`src/rtl/servo_bank.sv`:
```
// servo_bank: NUM_CH hobby-servo PWM outputs sharing one frame counter and one valid/ready write port.
// Define SERVO_BANK_SLEW_EN to build the step prescaler and time-multiplexed slew engine.
module servo_bank #(
  parameter int NUM_CH       = 4,
  parameter int CLK_HZ       = 100_000_000,
  parameter int TICK_HZ      = 100_000,
  parameter int PERIOD_TICKS = 2000,
  parameter int MIN_PW       = 70,
  parameter int MAX_PW       = 230,
  parameter int STEP_HZ      = 20,
  localparam int CH_W        = (NUM_CH > 1) ? $clog2(NUM_CH) : 1
) (
  input  logic              clk_100M,
  input  logic              rst,
  input  logic [NUM_CH-1:0] en,
  input  logic              wr_valid,
  output logic              wr_ready,
  input  logic [CH_W-1:0]   wr_ch,
  input  logic [7:0]        wr_angle,
  input  logic [3:0]        wr_speed,
  output logic [NUM_CH-1:0] out_sig,
  output logic [NUM_CH-1:0] busy,
  output logic              frame_start
);

  localparam int TICK_DIV = CLK_HZ / TICK_HZ;
  localparam int TICK_CW  = (TICK_DIV > 1) ? $clog2(TICK_DIV) : 1;
  localparam int STEP_DIV = CLK_HZ / STEP_HZ;
  localparam logic signed [12:0] PW_LO = 13'(MIN_PW);
  localparam logic signed [12:0] PW_HI = 13'(MAX_PW);

  function automatic logic [11:0] sat_pw(input logic signed [12:0] v);
    if (v < PW_LO)      return 12'(MIN_PW);
    else if (v > PW_HI) return 12'(MAX_PW);
    else                return v[11:0];
  endfunction

  // Angles above 180 clamp to 180; 8/9 tick per degree maps 0..180 onto MIN_PW..MIN_PW+160.
  function automatic logic [11:0] angle_to_pw(input logic [7:0] a);
    logic [11:0] ac;
    ac = (a > 8'd180) ? 12'd180 : {4'd0, a};
    return sat_pw($signed({1'b0, (ac * 12'd8) / 12'd9 + 12'(MIN_PW)}));
  endfunction

  logic [TICK_CW-1:0] tick_cnt;
  logic               tick;
  logic [11:0]        frame_cnt;
  logic               wrap;
  logic               live;
  logic               wr_acc;

  logic [11:0]        pw      [NUM_CH];
  logic [11:0]        target  [NUM_CH];
  logic [11:0]        sh_pw   [NUM_CH];
  logic [11:0]        pw_nxt  [NUM_CH];
  logic [11:0]        tgt_nxt [NUM_CH];
  logic [NUM_CH-1:0]  sh_en;

  assign tick   = (tick_cnt == TICK_CW'(TICK_DIV - 1));
  assign wrap   = tick && (frame_cnt == 12'(PERIOD_TICKS - 1));
  assign wr_acc = wr_valid & wr_ready;

  always_ff @(posedge clk_100M or posedge rst) begin
    if (rst) begin
      tick_cnt    <= '0;
      frame_cnt   <= '0;
      frame_start <= 1'b0;
      live        <= 1'b0;
    end else begin
      live        <= 1'b1;
      tick_cnt    <= tick ? '0 : tick_cnt + TICK_CW'(1);
      frame_start <= wrap;
      if (wrap)      frame_cnt <= '0;
      else if (tick) frame_cnt <= frame_cnt + 12'd1;
    end
  end

`ifdef SERVO_BANK_SLEW_EN
  localparam int STEP_CW = (STEP_DIV > 1) ? $clog2(STEP_DIV) : 1;

  typedef enum logic {IDLE, SWEEP} state_t;

  state_t             state, state_nxt;
  logic [CH_W-1:0]    sweep_idx, sweep_idx_nxt;
  logic [STEP_CW-1:0] step_cnt;
  logic               step_stb;
  logic [3:0]         speed   [NUM_CH];
  logic [3:0]         spd_nxt [NUM_CH];

  // One slew step: hold on speed 0, snap when within one step, else move speed ticks toward target.
  function automatic logic [11:0] slew_step(input logic [11:0] cur, input logic [11:0] tgt,
                                            input logic [3:0] spd);
    logic signed [12:0] diff, mag, spd_s, nxt;
    diff  = $signed({1'b0, tgt}) - $signed({1'b0, cur});
    mag   = (diff < 0) ? -diff : diff;
    spd_s = $signed({9'd0, spd});
    if (spd == 4'd0)    nxt = $signed({1'b0, cur});
    else if (mag <= spd_s) nxt = $signed({1'b0, tgt});
    else if (diff > 0)  nxt = $signed({1'b0, cur}) + spd_s;
    else                nxt = $signed({1'b0, cur}) - spd_s;
    return sat_pw(nxt);
  endfunction

  assign step_stb = (step_cnt == STEP_CW'(STEP_DIV - 1));
  assign wr_ready = live & (state == IDLE) & ~step_stb;

  always_ff @(posedge clk_100M or posedge rst) begin
    if (rst) begin
      step_cnt  <= '0;
      state     <= IDLE;
      sweep_idx <= '0;
    end else begin
      step_cnt  <= step_stb ? '0 : step_cnt + STEP_CW'(1);
      state     <= state_nxt;
      sweep_idx <= sweep_idx_nxt;
    end
  end

  always_comb begin
    state_nxt     = state;
    sweep_idx_nxt = sweep_idx;
    case (state)
      IDLE: if (step_stb) begin
        state_nxt     = SWEEP;
        sweep_idx_nxt = '0;
      end
      SWEEP: begin
        if (sweep_idx == CH_W'(NUM_CH - 1)) state_nxt = IDLE;
        else sweep_idx_nxt = sweep_idx + CH_W'(1);
      end
      default: state_nxt = IDLE;
    endcase
  end

  // Writes and sweep updates never coincide: wr_ready is low for the whole sweep.
  always_comb begin
    for (int i = 0; i < NUM_CH; i++) begin
      pw_nxt[i]  = pw[i];
      tgt_nxt[i] = target[i];
      spd_nxt[i] = speed[i];
      if (state == SWEEP && sweep_idx == CH_W'(i))
        pw_nxt[i] = slew_step(pw[i], target[i], speed[i]);
      if (wr_acc && int'(wr_ch) == i) begin
        tgt_nxt[i] = angle_to_pw(wr_angle);
        spd_nxt[i] = wr_speed;
      end
    end
  end

  always_ff @(posedge clk_100M or posedge rst) begin
    if (rst) begin
      for (int i = 0; i < NUM_CH; i++) speed[i] <= 4'd0;
      busy <= '0;
    end else begin
      for (int i = 0; i < NUM_CH; i++) begin
        speed[i] <= spd_nxt[i];
        busy[i]  <= (pw_nxt[i] != tgt_nxt[i]);
      end
    end
  end
`else
  logic slew_unused;

  assign slew_unused = ^wr_speed ^ (STEP_DIV > 0);
  assign wr_ready    = live;
  assign busy        = '0;

  always_comb begin
    for (int i = 0; i < NUM_CH; i++) begin
      pw_nxt[i]  = pw[i];
      tgt_nxt[i] = target[i];
      if (wr_acc && int'(wr_ch) == i) begin
        tgt_nxt[i] = angle_to_pw(wr_angle);
        pw_nxt[i]  = angle_to_pw(wr_angle);
      end
    end
  end
`endif

  // Shadow copies are taken on the wrap edge so every frame uses one consistent width/enable.
  always_ff @(posedge clk_100M or posedge rst) begin
    if (rst) begin
      for (int i = 0; i < NUM_CH; i++) begin
        pw[i]     <= 12'(MIN_PW);
        target[i] <= 12'(MIN_PW);
        sh_pw[i]  <= 12'(MIN_PW);
      end
      sh_en   <= '0;
      out_sig <= '0;
    end else begin
      for (int i = 0; i < NUM_CH; i++) begin
        pw[i]      <= pw_nxt[i];
        target[i]  <= tgt_nxt[i];
        if (wrap) sh_pw[i] <= pw[i];
        out_sig[i] <= sh_en[i] & (frame_cnt < sh_pw[i]);
      end
      if (wrap) sh_en <= en;
    end
  end

endmodule

```
`config.mk`:
```
export PLATFORM = sky130hd
export DESIGN_NAME = servo_bank
export DESIGN_NICKNAME = d
export VERILOG_FILES = /design/src/rtl/servo_bank.sv
export SDC_FILE = /design/constraint.sdc
export NUM_CORES = 1
export LEC_CHECK = 0
export ABC_AREA = 1
export CORE_ASPECT_RATIO = 1.25
export CORE_MARGIN = 4
export CORE_UTILIZATION = 45
export CTS_CLUSTER_SIZE = 20
export DETAILED_ROUTE_END_ITERATION = 7
export GPL_TIMING_DRIVEN = 0
export PLACE_DENSITY = 0.73
export SYNTH_ARGS = -nofsm -noshare
export SYNTH_HDL_FRONTEND = slang
export SYNTH_SLANG_ARGS = --single-unit
export TNS_END_PERCENT = 1
```
`constraint.sdc`:
```
create_clock -name clk_100M -period 7.9 [get_ports clk_100M]
set_input_delay 2.37 -clock clk_100M [delete_from_list [all_inputs] [get_ports clk_100M]]
set_output_delay 2.37 -clock clk_100M [all_outputs]
set_load 0.01 [all_outputs]
```
Word-level counts from Yosys, hierarchy flattened
Index checks and enable logic that the tools add are counted.
{"block": "op_classes", "n_reduce_logical": 7, "add_sub_neg": 3, "muxes": 6, "div_mod_pow": 1, "n_eq_ne": 5, "n_lt_le_gt_ge": 7, "bitwise_logic": 5}
{"cell": "< comparator 12 bit", "count": 4}
{"cell": "two-way mux 12 bit", "count": 4}
{"cell": "adder 12 x 1 -> 12 bit (second input constant)", "count": 1}
{"cell": "adder 12 x 7 -> 12 bit (second input constant)", "count": 1}
{"cell": "divider 12 x 4 -> 12 bit (second input constant)", "count": 1}
{"cell": "== test 12 x 11 -> 1 bit (second input constant)", "count": 1}
{"cell": "> comparator 12 x 8 -> 1 bit (second input constant)", "count": 1}
{"cell": "< comparator 12 x 7 -> 1 bit (second input constant)", "count": 1}
{"cell": "adder 10 x 1 -> 10 bit (second input constant)", "count": 1}
{"cell": "== test 10 bit (second input constant)", "count": 1}
{"cell": "two-way mux 10 bit", "count": 1}
{"cell": "> comparator 8 bit (second input constant)", "count": 1}
{"cell": "two-way mux 8 bit", "count": 1}
{"cell": "AND 1 bit", "count": 5}
{"cell": "logical AND 1 bit", "count": 5}
{"cell": "== test 2 bit (second input constant)", "count": 2}
{"cell": "== test 2 x 1 -> 1 bit (second input constant)", "count": 1}
{"cell": "zero test 2 bit", "count": 1}
{"cell": "nonzero test 2 bit", "count": 1}
{"block": "totals", "register_bits": 128, "out_inout_bits": 10, "input_bits": 21}

Depth between registers and ports, before layout
Gate-level depths: netlist (run 1).
{"block": "depth", "depth_word": 7, "ltp_mapped": 65, "mapped_depth_nobuf": 65}

Worst setup path after synthesis (run 1)
No wires, ideal clock.
{"block": "synth_timing", "path_type": "input-to-reg", "startpoint": "in wr_angle[2]", "endpoint": "reg pw[28] (netlist bit)", "cell_stages": 56, "n_path_buf": 1, "setup_slack_ns": -0.290, "arrival_ns": 8.068, "path_cell_list": "inv_1 -> nand2_1 -> nand3_1 -> nand2_2 -> nand2_4 -> nand2_1 -> ha_1 -> o21ai_4 -> nand2_4 -> a21oi_4 -> nand2_1 -> o21bai_4 -> nand3_4 -> clkinv_1 -> nand2_1 -> a21oi_2 -> o21ai_1 -> nand2_1 -> [... 20 more ...] -> inv_2 -> nand3_4 -> inv_1 -> ha_1 -> inv_1 -> nand2_1 -> nand2_1 -> inv_1 -> nor2_1 -> nand4_1 -> nand2_1 -> inv_1 -> nand3_1 -> nand3_2 -> nor2_2 -> nor2_8 -> nand2_4 -> o21ai_2"}
{"block": "synth_via", "elab_chain_len": 7}
{"element": "start, declared", "line_no": "19", "source": "input logic [7:0] wr_angle,"}
{"element": "> comparator 8 bit", "line_no": "41", "source": "ac = (a > 8'd180) ? 12'd180 : {4'd0, a};"}
{"element": "two-way mux 8 bit *", "line_no": "41"}
{"element": "divider 12 x 4 -> 12 bit *", "line_no": "42", "source": "return sat_pw($signed({1'b0, (ac * 12'd8) / 12'd9 + 12'(MIN_PW)}));"}
{"element": "adder 12 x 7 -> 12 bit *", "line_no": "42"}
{"element": "> comparator 12 x 8 -> 1 bit", "line_no": "34", "source": "else if (v > PW_HI) return 12'(MAX_PW);"}
{"element": "two-way mux 12 bit", "line_no": "34"}
{"element": "two-way mux 12 bit *"}
{"element": "end signal, assigned by index", "line_no": "184", "source": "pw[i] <= 12'(MIN_PW);"}
{"element": "end signal, assigned by index", "line_no": "192", "source": "pw[i] <= pw_nxt[i];"}
{"element": "end, declared", "line_no": "52", "source": "logic [11:0] pw [NUM_CH];"}
Mark *: on every way between the ends. The rest lies on a longest branch, timed or not.
A chain may end at the register's enable or synchronous reset.

Worst setup path after layout (run 1)
{"block": "layout_timing", "startpoint": "in wr_angle[6]", "endpoint": "reg pw[28] (netlist bit)"}
Same word-level chain as after synthesis.

==> results of run 1 <==
[layout make-up]
cell class / instances / share of cell area, %
multi-input combinational: 592 / 44.49
inverter: 149 / 6.905
timing repair buffer: 106 / 10.75
clock inverter: 5 / 0.4545
tap: 178 / 2.610
clock buffer: 11 / 2.844
sequential: 104 / 30.85
buffer: 18 / 1.100
[power by group]
part           switching [mW]  leakage (nW)  internal [mW]  total (mW)
logic                   0.822          2.68          0.572        1.39
clock network           0.198         0.137          0.225       0.423
registers              0.0359          1.30          0.627       0.663
total                    1.06          4.12           1.42        2.48
[placed cells by master (no fill, tap or decap), types with 11 or more instances in the layout]
cell	netlist	routed
nand2_2	23	35
nor2_1	57	48
a21oi_1	24	23
nand3_1	35	28
dfrtp_1	80	80
clkbuf_1	10	11
nand3_2	12	12
inv_2	11	24
o21ai_1	15	15
nand2_4	11	21
buf_4	4	83
nand2_1	210	185
dfstp_2	24	24
nor2_4	3	13
nor3_1	14	14
clkdlybuf4s50_1	0	14
nand4_1	30	30
inv_1	136	116
ha_1	40	36
o21ai_0	46	46
[synthesized netlist by cell type, types with 2 or more instances]
cell,n,area share [%]
a2111oi_0,4,0.53
a21boi_0,4,0.45
a21oi_1,24,1.8
a21oi_2,2,0.26
a31oi_1,2,0.19
buf_2,3,0.23
buf_4,4,0.45
clkbuf_1,10,0.56
clkinv_1,2,0.11
conb_1,2,0.11
dfrtp_1,80,30
dfstp_2,24,9.5
ha_1,40,7.5
inv_1,136,7.7
inv_2,11,0.62
nand2_1,210,12
nand2_2,23,2.2
nand2_4,11,1.9
nand3_1,35,2.6
nand3_2,12,1.8
nand3_4,2,0.53
nand3b_1,5,0.56
nand4_1,30,2.8
nor2_1,57,3.2
nor2_2,7,0.66
nor2_4,3,0.51
nor2_8,2,0.60
nor3_1,14,1.1
nor4_1,6,0.56
o211ai_1,5,0.56
o21a_1,4,0.45
o21ai_0,46,3.5
o21ai_1,15,1.1
o21ai_2,5,0.66
o21bai_1,3,0.34
xnor2_1,2,0.26
xor2_1,9,1.2
[state kept, by name (all words and copies together) (netlist names)]
signal       count
wr_ready         1
tick_cnt        10
sh_pw           36
out_sig          4
frame_start      1
sh_en            4
pw              36
frame_cnt       12
[kinds of logic after synthesis]
logic type,share of synthesized area (%)
simple gates,31.05
fa+ha+maj,7.509
buf+inv,9.799
flops,39.50
xor+xnor,1.446
other cells,0.1127
compound gates,10.59
[what timing repair did]
action	CTS	global route
pin swaps	54	62
setup endpoints to repair	32	32
gates cloned	0	0
setup buffers	66	18
gates resized for setup	61	66
[stage by stage]
step,cells,util (%),hold slack (ps),cell area (sq um)
after global placement,1063,50.20,454.1,7263
final,1163,58.98,469.6,8534
after floorplan,863,-,442.2,6820
after global routing,1163,58.98,478.9,8534
after CTS,1146,56.76,470.7,8213
after detailed placement,1064,50.41,458.1,7293
[layer usage]
layer,part of all wire (%),vias up
li1,-,3001
met1,40,2780
met2,54,113
met3,2.9,33
met4,2.9,0
met5,0,-
[final timing paths]
check	from	end	slack, ps	cells past startpoint
setup / recovery	wr_angle[6]	pw[28]	-90	58
hold / removal	pw[14]	pw[14]	470	2
setup reg to reg	tick_cnt[0]	sh_pw[42]	4970	10
hold reg to reg	pw[14]	pw[14]	470	2
max in group asynchronous	rst	pw[6]	4700	3
min in group asynchronous	rst	tick_cnt[5]	2470	2
[worst max-delay path, delay by kind of cell]
family,cells,cell delay (ps)
AOI/OAI and AO/OA,3,360
buffers and inverters,16,1510
adders and majority gates,2,410
and+or+nand+nor,37,3540
==> metrics.yaml, run 1 <==
final_layout:
  final-seq-area_sq_um: 2633
  fin_nets: 1041
  multi_input_comb_area_sq_um: 3797
  fill_cells: 1293
  antenna_cells: 0
  drive_gt1_share_pct: 29.54
  syn2layout_area_growth_pct: 28.05
sta:
  setup_tns_ps: -953.0
  post-route-min-period_ps: 7991
  rsz0062_at_grt: "true"
  hold_violations: 0
  max_slew_margin_pct: 57.05
  finalWorstSetupSlack_ps: -90.60
  skew_ps: 5.192
  drv_slew: 0
  finalSetupViolCount: 23
  tightest_slew_ps: 644.2
  period_share_pct: 101.1
  max_clock_freq_mhz: 125.1
clock_network:
  cts_buffers: 9
  clockBufferDepth: 2
  hold_buffers: 0
  insertion_delay_ps: 350
  clk_pin_slew_ps: 70
  cts_root_buffer: "clkbuf_16"
  cts_htree_levels: 3
  cts_tree: "yes"
  cts_num_sinks: 104
worst_setup_path:
  critPathArrivalTime_ps: 8220
  cp_slowest_stage_delay_ps: 260
  endpoint_kind: "flip-flop"
  cp.required_ps: 8130
  cp_common_cell: "nand2_4"
  worstPathMaxFanout: 9
  crit_type: "input port to flip-flop"
  crit_slowest_cell: "ha_4"
  startpoint_type: "input port"
power_and_ir_drop:
  vdd_drop_max_mv: 0.1511
  p_leak_nw: 4.117
  p_total_mw: 2.480
  powerDensity_nw_per_um2: 290.6
global_route:
  grt_remaining_overflow: 0
  grt_start_max_net_pins: 54
  grt_pass1_wl_mm: 25.68
  grt_util_met3_pct: 2.260
  grt_usage_pct: 18.82
  grt_antenna_before_repair: 0
  grt_pass1_vias: 5746
  grtUsageMet2_pct: 35.18
  grt.busiest_layer: "met2"
  use_met1_pct: 21.38
placement:
  dpl_worst_slack_ps: -1573
  dpl.hpwl_mm: 10.41
  portBuffers: 22
  gp_congestion: 0.8136
status:
  outcome: "complete, but fails checks"
  violations: "setup timing"
logic_synthesis:
  async_flop_share_pct: 100.0
  ys_warn_count: 0
  ys.flop_type: "dfrtp_1"
  synth-edff-count: 0
  synth_area_per_cell_sq_um: 7.750
  synth-seq-cells: 104
  syn_inst: 860
  syn_area_sq_um: 6665
  ys_seq_area_share_pct: 39.50
  netlist-cell-type-count: 43
routing:
  wl_mm: 15.79
  vias_per_cell: 5.096
  wire_per_inst_microns: 13.58
  firstDrtPassIters: 4
  drtIter0Drc: 247
  vias: 5927
  drc: 0
  ant_nets: 0
run:
  cap_violations: 0
min_path:
  hold_path_class: "flip-flop to flip-flop"
floorplan:
  die_h_microns: 144.1
  die-width_microns: 116.9
  initial_core_util_pct: 46.07
  die_area_sq_um: 16830
  rows: 49
  core_area_sq_um: 14470
  ioPinCount: 31
(Power assumes the default switching activity.)
==> run 2: changes to the inputs <==
- CORE_ASPECT_RATIO: 1.25 -> 1.75
- SETUP_SLACK_MARGIN: default -> 0.4
- clock period: 7.9 -> 8 ns (I/O delays scaled with it)
==> metrics.yaml, run 2 (synthesis gave the netlist of run 1 again) <==
power_and_ir_drop:
  p_leak_nw: 4.052
  powerDensity_nw_per_um2: 300.0
  vdd_drop_max_mv: 0.1864
  p_total_mw: 2.534
floorplan:
  die_h_microns: 169.0
  rows: 58
  ioPinCount: 31
  die_area_sq_um: 16900
  die-width_microns: 100
  core_area_sq_um: 14440
  initial_core_util_pct: 46.15
placement:
  dpl.hpwl_mm: 11.09
  portBuffers: 22
  dpl_worst_slack_ps: -1571
  gp_congestion: 0.8712
global_route:
  grt_pass1_vias: 5957
  grt_remaining_overflow: 0
  grt_antenna_before_repair: 0
  grt_usage_pct: 19.63
  grt_pass1_wl_mm: 27.00
  grt_start_max_net_pins: 55
run:
  cap_violations: 0
final_layout:
  antenna_cells: 0
  final-seq-area_sq_um: 2633
  syn2layout_area_growth_pct: 26.75
  fin_nets: 1027
  layout_commonest_cell: "nand2_1"
  fill_cells: 1235
  fin_util_pct: 58.50
  mostFrequentLayoutCells: "186 x nand2_1, 117 x inv_1, 80 x dfrtp_1, 69 x buf_4, 49 x nor2_1"
  largestRegisters: "pw (36), sh_pw (36), frame_cnt (12)"
  multi_input_comb_area_sq_um: 3819
  drive_gt1_share_pct: 28.73
clock_network:
  cts_num_sinks: 104
  insertion_delay_ps: 350
  cts_root_buffer: "clkbuf_16"
  cts_buffers: 9
  cts_htree_levels: 3
  clockBufferDepth: 2
  cts_tree: "yes"
  clk_pin_slew_ps: 70
routing:
  drc: 0
  wl_mm: 16.06
  vias: 5929
  firstDrtPassIters: 4
  drtIter0Drc: 239
  ant_nets: 0
  vias_per_cell: 5.151
  wire_per_inst_microns: 13.95
worst_setup_path:
  cp_slowest_stage_delay_ps: 200
  cp.required_ps: 8280
  crit_type: "input port to flip-flop"
  startpoint_type: "input port"
  cp_common_cell: "nand2_4"
  worstPathMaxFanout: 6
  critPathArrivalTime_ps: 8350
  endpoint_kind: "flip-flop"
  crit_slowest_cell: "ha_4"
sta:
  drv_slew: 0
  finalWorstSetupSlack_ps: -76.47
  post-route-min-period_ps: 8076
  max_slew_margin_pct: 56.36
  period_share_pct: 101.0
  finalSetupViolCount: 16
  hold_violations: 0
  skew_ps: 6.745
  hold_ws_ps: 467.4
  tightest_slew_ps: 652.2
  rsz0062_at_grt: "true"
  max_clock_freq_mhz: 123.8
status:
  violations: "setup timing"
  outcome: "complete, but fails checks"
min_path:
  hold_path_class: "flip-flop to flip-flop"
==> run 2: area by class of cell <==
type / instances / area share, %
Multi-Input combinational cell: 593 / 45.20
Sequential cell: 104 / 31.16
Timing Repair Buffer: 91 / 9.464
Inverter: 149 / 6.976
Clock buffer: 9 / 2.666
Tap cell: 180 / 2.666
Buffer: 18 / 1.111
Clock inverter: 7 / 0.7553
==> run 2: final timing paths <==
kind                            cells past startpoint         from      endpoint  slack, ps
worst max-delay path                               58  wr_angle[6]        pw[16]        -80
worst min-delay path                                2       pw[26]        pw[26]        470
worst max register to register                      9  tick_cnt[0]  frame_cnt[7]       4980
worst min register to register                      2       pw[26]        pw[26]        470
max in group asynchronous                           3          rst        pw[42]       4770
min in group asynchronous                           2          rst  frame_cnt[6]       2500
==> run 2: worst max-delay path, delay by kind of cell <==
family          cells  cell delay [ps]
simple gates       40             3770
buf+inv            10              770
compound gates      4              690
fa+ha+maj           4              710
==> run 2: routing by layer <==
metal | vias up | share of wire (%) | GRT usage [%]
li1 | 2982 | - | -
met1 | 2794 | 37 | 20.57
met5 | - | 0 | 0
met4 | 0 | 4.0 | 9.443
met3 | 48 | 2.3 | 2.103
met2 | 105 | 57 | 37.86
==> run 2: metrics by stage <==
step	instance area, sq um	TNS, ps	instances
2_1_floorplan	6820	0	863
3_3_place_gp	7266	-44550	1065
3_5_place_dp	7296	-46580	1066
4_1_cts	8229	0	1138
5_1_grt	8448	-13290	1151
6_report	8448	-558.5	1151
==> run 2: repair_timing <==
action / 4_1_cts / 5_1_grt
setup endpoints to repair: 32 / 32
pin swaps: 71 / 44
resized for setup: 92 / 32
gates cloned: 1 / 0
hold buffers: 0 / 0
setup buffers: 55 / 13
==> run 2: power by group <==
part           total, mW  internal (mW)  switching, mW
Clock              0.425          0.218          0.208
Sequential         0.653          0.619         0.0343
Combinational       1.46          0.613          0.843
